===== src/rtl/icache.sv =====
// Direct-mapped, read-only instruction cache with whole-line refill from word-wide backing memory.
// Serves one outstanding fetch request at a time; hits acknowledge the cycle after the request.
module icache #(
  parameter int unsigned LINES          = 16,
  parameter int unsigned WORDS_PER_LINE = 4
) (
  input  logic        clk,
  input  logic        rst,
  input  logic        addr_ready,
  input  logic [31:0] addr,
  input  logic        flush,
  output logic        cache_ack,
  output logic [31:0] inst,
  output logic        mem_req,
  output logic [31:0] mem_addr,
  input  logic        mem_ack,
  input  logic [31:0] mem_rdata
);

  localparam int unsigned OW = $clog2(WORDS_PER_LINE);
  localparam int unsigned IW = $clog2(LINES);
  localparam int unsigned TW = 30 - OW - IW;
  localparam logic [OW-1:0] LastBeat = OW'(WORDS_PER_LINE - 1);
  localparam logic [31:0]   Nop      = 32'h0000_0013;

  typedef enum logic [1:0] {StIdle, StLookup, StRefill, StRespond} state_e;

  state_e        state_q, state_d;
  logic [29:0]   req_q;
  logic [OW-1:0] beat_q;
  logic [31:0]   word_q;
  logic          flush_pend_q;
  logic [LINES-1:0] valid_q;
  logic [TW-1:0] tag_q  [LINES];
  logic [31:0]   data_q [LINES][WORDS_PER_LINE];

  logic [OW-1:0] req_word;
  logic [IW-1:0] req_idx;
  logic [TW-1:0] req_tag;
  logic          hit;
  logic          unused_addr;

  // Byte offset bits are never used for word fetches.
  assign unused_addr = ^addr[1:0];

  assign req_word = req_q[0 +: OW];
  assign req_idx  = req_q[OW +: IW];
  assign req_tag  = req_q[29 -: TW];
  assign hit      = valid_q[req_idx] && (tag_q[req_idx] == req_tag);

  always_comb begin
    state_d   = state_q;
    cache_ack = 1'b0;
    inst      = Nop;
    mem_req   = 1'b0;
    mem_addr  = 32'h0;
    unique case (state_q)
      StIdle: begin
        if (addr_ready) state_d = StLookup;
      end
      StLookup: begin
        if (hit) begin
          cache_ack = 1'b1;
          inst      = data_q[req_idx][req_word];
          state_d   = StIdle;
        end else begin
          state_d = StRefill;
        end
      end
      StRefill: begin
        mem_req  = 1'b1;
        mem_addr = {req_tag, req_idx, beat_q, 2'b00};
        if (mem_ack && (beat_q == LastBeat)) state_d = StRespond;
      end
      StRespond: begin
        cache_ack = 1'b1;
        inst      = word_q;
        state_d   = StIdle;
      end
      default: state_d = StIdle;
    endcase
  end

  always_ff @(posedge clk) begin
    if (rst) begin
      state_q      <= StIdle;
      req_q        <= '0;
      beat_q       <= '0;
      word_q       <= '0;
      flush_pend_q <= 1'b0;
      valid_q      <= '0;
    end else begin
      state_q <= state_d;
      unique case (state_q)
        StIdle: begin
          if (addr_ready) req_q <= addr[31:2];
        end
        StLookup: begin
          if (!hit) begin
            beat_q           <= '0;
            valid_q[req_idx] <= 1'b0;
          end
        end
        StRefill: begin
          if (mem_ack) begin
            if (beat_q == req_word) word_q <= mem_rdata;
            if (beat_q == LastBeat) valid_q[req_idx] <= 1'b1;
            else                    beat_q <= beat_q + 1'b1;
          end
        end
        default: ;
      endcase
      // Flush only takes effect in IDLE so an in-flight refill still completes and acks.
      if (state_q == StIdle) begin
        if (flush || flush_pend_q) valid_q <= '0;
        flush_pend_q <= 1'b0;
      end else if (flush) begin
        flush_pend_q <= 1'b1;
      end
    end
  end

  always_ff @(posedge clk) begin
    if (!rst && (state_q == StRefill) && mem_ack) begin
      data_q[req_idx][beat_q] <= mem_rdata;
      if (beat_q == LastBeat) tag_q[req_idx] <= req_tag;
    end
  end

endmodule

===== config.mk =====
export PLATFORM = sky130hd
export DESIGN_NAME = icache
export DESIGN_NICKNAME = d
export VERILOG_FILES = /design/src/rtl/icache.sv
export SDC_FILE = /design/constraint.sdc
export NUM_CORES = 2
export LEC_CHECK = 0
export BUFFER_PORTS_ARGS = -buffer_cell sky130_fd_sc_hd__buf_4
export CAP_MARGIN = 20
export CORE_MARGIN = 1.5
export CORE_UTILIZATION = 65
export CTS_BUF_LIST = sky130_fd_sc_hd__clkbuf_8
export CTS_CLUSTER_DIAMETER = 60
export CTS_CLUSTER_SIZE = 8
export DETAILED_ROUTE_END_ITERATION = 12
export MAX_ROUTING_LAYER = met4
export PLACE_DENSITY = 0.79
export SETUP_SLACK_MARGIN = 0.15
export SYNTH_ARGS = -nofsm -noshare
export SYNTH_HDL_FRONTEND = slang
export SYNTH_SLANG_ARGS = --single-unit

===== constraint.sdc =====
create_clock -name clk -period 11.9 [get_ports clk]
set_clock_uncertainty 0.15 [all_clocks]
set_input_delay 1.19 -clock clk [delete_from_list [all_inputs] [get_ports clk]]
set_output_delay 1.19 -clock clk [all_outputs]
set_load 0.02 [all_outputs]

# Yosys cells after proc, flatten, opt, wreduce, memory -nomap -nowiden
# Memory sizes are Yosys's and may differ from the RTL's. A register that Yosys moved wholly into a read port is not among the register bits.
# Cells that the tools add are included.
[totals] reg_bits=83 latch_bits=0 mem_bits_rw=2432 romBits=0 in_bits=69 output_inout_bits=66 word_cells=83 n_memories=2
[mem_list] name="data_q" depth=16 width=128 rd=1 rd_clocked_by_memory_dff=1 wr=1 line_no="35" text="logic [31:0] data_q [LINES][WORDS_PER_LINE];"
[mem_list] name="tag_q" depth=16 width=24 rd=1 rd_clocked_by_memory_dff=1 wr=1 line_no="34" text="logic [TW-1:0] tag_q [LINES];"
[op_classes] n_addsub=1 n_mul=0 div=0 magnitude_cmp=5 n_eq_ne=11 shift=0 mux=38 n_bitwise=5 n_reduce_logical=15
[op_table] operator="32-bit two-way mux" n=5
[op_table] operator="128-bit two-way mux" n=1
[op_table] operator="16-bit two-way mux" n=5
[op_table] operator="32-bit binary-select mux with 2-bit select" n=1
[op_table] operator="32-bit demux with 2-bit select" n=1
[op_table] operator="32-bit one-hot mux with 2 select lines" n=1
[op_table] operator="16-bit one-hot mux with 2 select lines" n=1
[op_table] operator="24-bit equality test" n=1
[op_table] operator="16-bit bitwise AND" n=1
[op_table] operator="4-bit two-way mux" n=4
[op_table] operator="16-bit NOT" n=1
[op_table] operator="16-bit OR" n=1
[op_table] operator="2-bit two-way mux" n=6
[op_table] operator="2-bit != test (second input constant)" n=5
[op_table] operator="1-bit two-way mux" n=8
[op_table] operator="2-bit one-hot mux with 4 select lines" n=1
[op_table] operator="2-bit equality test (second input constant)" n=3
[op_table] operator="3-bit >= comparator (second input constant)" n=2
[op_table] operator="1-bit logical AND" n=6
[op_table] operator="2-bit NOT with 3-bit output" n=2
[op_table] operator="4-bit by 5-bit < comparator with 1-bit output (second input constant)" n=1
[op_table] operator="1-bit binary-select mux with 4-bit select" n=1
[op_table] operator="1-bit demux with 4-bit select" n=1
[op_table] operator="4-bit by 1-bit >= comparator with 1-bit output (second input constant)" n=1
[op_table] operator="other kinds (14)" n=15

# Longest topological paths before layout
[logic_depth] word_depth=10 mapped_depth=15 depth_no_buf=9

# Least setup slack after synthesis
# OpenSTA, ideal clock, no wires.
[synth_path] path_kind="input -> register" from="in rst" to="mem data_q[15][0] in the netlist's numbering (enable)" setup_ps=470 t_arrival_ps=4277 required_ps=11280 path_slack_ps=7003 path_stages=5 path_buffers=2 cell_sequence="clkbuf_1 -> nor2_1 -> nand2_1 -> clkbuf_1 -> nor2_1"
[synth_via] elab_chain_cells=5
[synth_rtl] item="start, declared" line_no="8" text="input logic rst,"
[synth_rtl] item="1-bit zero test" line_no="124" text="if (!rst && (state_q == StRefill) && mem_ack) begin"
[synth_rtl] item="1-bit logical AND (2 in a row)" line_no="124"
[synth_rtl] item="1-bit two-way mux" line_no="124"
[synth_rtl] item="128-bit two-way mux (implied by the code)" line_no="125" text="data_q[req_idx][beat_q] <= mem_rdata;"
[synth_rtl] item="end, declared" line_no="35"
# Every way passes these cells.

==> flow_summary.ini <==
[timing]
tns_ns = 0
period_needed_ns = 7.79
relSlewSlack_pct = 24.6
hold_viol_final = 0
rsz0062_at_grt = no
finalCritPeriodShare_pct = 65.4
finalMaxSlewViolations = 0
finalSetupViolCount = 0
fmax_mhz = 128
worstMarginPinSlew_ns = 1.13

[worst_setup_path]
cp_data_arrival_time_ns = 6.45
r2r-end = valid_q[8]
reg2reg_depth = 11
critPathMaxFanout = 52
critPathRequiredTime_ns = 10.56
reg2reg_slack_ns = 6.55
cp-start-kind = flip-flop
worstSetupEndpointType = primary output
path_class = flip-flop to primary output

[synth]
yosys.area.top_type = edfxtp_1
async_flop_share_pct = 0
synth_common_cells = edfxtp_1, mux4_2, nand2_1, clkbuf_1, nor2_1
muxShareOfSynthArea_pct = 18.2
synth_xor_area_share_pct = 0.306
synth_compound_area_share_pct = 1.62
synth_top_cell_area_share_pct = 75.0
synthDistinctLibCells = 68
synth-warning-count = 0
ys_seq_elements = 2519
ys_seq_area_share_pct = 76.8
synthSimpleGateAreaFrac_pct = 1.76
ys_top_cells_by_area = edfxtp_1, mux4_2, dfxtp_1
synthCells = 4245
avgSynthCellArea_sq_um = 22.9
ys.flop_type = edfxtp_1
synth-adder-area-share_pct = 0.103
syn_area_sq_um = 97400
synth_top_family_by_area = multiplexers
synth_edf_count = 2432
synth.most_common_cell = edfxtp_1

[routing]
drt_iter0_markers = 7098
wl_per_cell_um = 34.2
viasPerCell = 7.05
num_vias = 47100
ant_nets = 0
drc = 0
finalWirelength_um = 229000
first_pass_iters = 10

[clock_tree]
htreeDepth = 5
clockRootBuffer = clkbuf_8
clk_path_buf_depth = 4
cts_resized = 0
postCtsSetupRepairBufs = 0
cts_buffers = 365
worstSkewPairLatency_ns = 1.01
hold_buffers = 0
cts.sinks = 2519
cts_tree = yes
clk_pin_slew_ns = 0.06

[placed_design]
gp_congestion = 0.796
io_buffer_count = 130
dp.cells = 6171
dp_hpwl_um = 120000

[power_and_ir_drop]
p_per_area_nw_per_um2 = 158
leakagePower_nw = 32.7
ir_drop_mv = 0.121

[floorplan]
row_count = 141
core_area_sq_um = 148000
start_util_pct = 65.7
die_w_um = 390
ios = 135
dieArea_sq_um = 152000
fp.dieH_um = 390

[cells_and_area]
drive_above_1_share_pct = 31.3
nets = 4685
syn_to_final_growth_pct = 9.62
finalNonFillerCells = 6684

[global_route]
grt_pass1_vias = 47700
antenna_found_initial = 13
grt_use_total_pct = 31.7
grt_pass1_wl_um = 330000
grt_overflow = 0
grt_max_degree = 135

[min_path]
hold_start = addr[14]
hold_depth = 3
min_to = req_q[12]
min_path_type = input pin to flip-flop

[status]
outcome = finished clean

[flow_run]
cap_violations = 0
[layout by cell type (no fill, tap or decap), types with 5 or more instances in the layout]
cell type  Yosys  routed
nor2_4         0      64
xnor2_1       25      25
clkbuf_8       0     373
o22ai_1        7       7
ha_1           8       5
and2_1        34      34
nor2b_1       16      16
diode_2        0       6
dfxtp_1       87      81
a21oi_1       73      73
a31oi_1       18      18
xor2_1         9       9
buf_12         1       5
nand2b_1       7       7
a22oi_1       12      12
nand2_1      165     165
nand4_1        8       8
mux2i_1       63      63
o21ai_0       33      33
mux4_2       753     753
mux2_2        13      13
o211ai_2      15      15
edfxtp_1    2432    2432
nand3_1       17      17
nor2_1        97      32
inv_1         12     139
a32o_1        29      29
buf_4          8     235
[worst max-delay path, stage by stage, from the launching register on]
cell and delay [ns]:
dfxtp_4 0.90, buf_4 0.91, mux4_2 0.61, mux4_2 0.49, xnor2_1 0.23, inv_1 0.12, nor4_2 0.28, nand3_1 0.15
nor4_4 0.21, buf_4 0.68, a32o_1 0.48, buf_4 0.21
[final cells by class]
type                    instances  area [sq um]
flip-flops and latches       2519         74800
fillers                      7978         41400
multi-input cells            1469         21900
clock buffers                 373          5130
well taps                    1930          2410
repair buffers                241          1890
clock inverters               134           551
inverters                      12          52.6
diodes                          6          15.0
[how the worst max path moves through the flow]
stage	startpoint	to	slack [ns]
2_1_floorplan	rst	data_q[15][0]	7.00
3_3_place_gp	flip-flop	inst[21]	5.14
3_5_place_dp	flip-flop	inst[6]	5.16
4_1_cts	flip-flop	inst[21]	4.00
5_1_grt	flip-flop	inst[20]	3.75
6_report	flip-flop	inst[24]	4.11
[registers in the layout, summed over array words and instances, names as in the netlist, named ones only]
name and cells:
flush_pend_q 1, tag_q 384, word_q 32, state_q 1
req_q 30, data_q 2048, valid_q 16, beat_q 2
[cell families after synthesis]
family | Yosys count
mux | 829
buf+inv | 258
other cells | 1
xor+xnor | 34
flops | 2519
fa+ha+maj | 8
compound gates | 224
simple gates | 372
[power by group]
group	switching (W)	total (W)	internal (W)
combinational	0.000700	0.00125	0.000554
sequential	0.0000722	0.00982	0.00975
clock	0.00298	0.00583	0.00285
total	0.00375	0.0169	0.0132
[layer usage]
| layer | GRT usage [%] | vias to the layer above | share of wire (%) |
|---|---|---|---|
| met5 | - | - | 0 |
| met4 | 8.83 | 0 | 2.5 |
| met3 | 6.31 | 421 | 12 |
| met2 | 48.8 | 3277 | 49 |
| met1 | 44.3 | 24800 | 36 |
| li1 | - | 18700 | - |
[through the flow]
stage                     hold WS (ns)  setup WS [ns]  instance area, sq um  total power, W  utilization (%)
after floorplan                  0.286           7.00                 97400          0.0108                -
after global placement           0.291           5.14                101000          0.0112             68.2
after detailed placement         0.300           5.16                101000          0.0113             68.2
after CTS                        0.169           4.00                107000          0.0170             72.0
after global routing             0.222           3.75                107000          0.0174             72.0
final                            0.258           4.11                107000          0.0169             72.0
No activity file was read; power rests on OpenSTA's default activity.
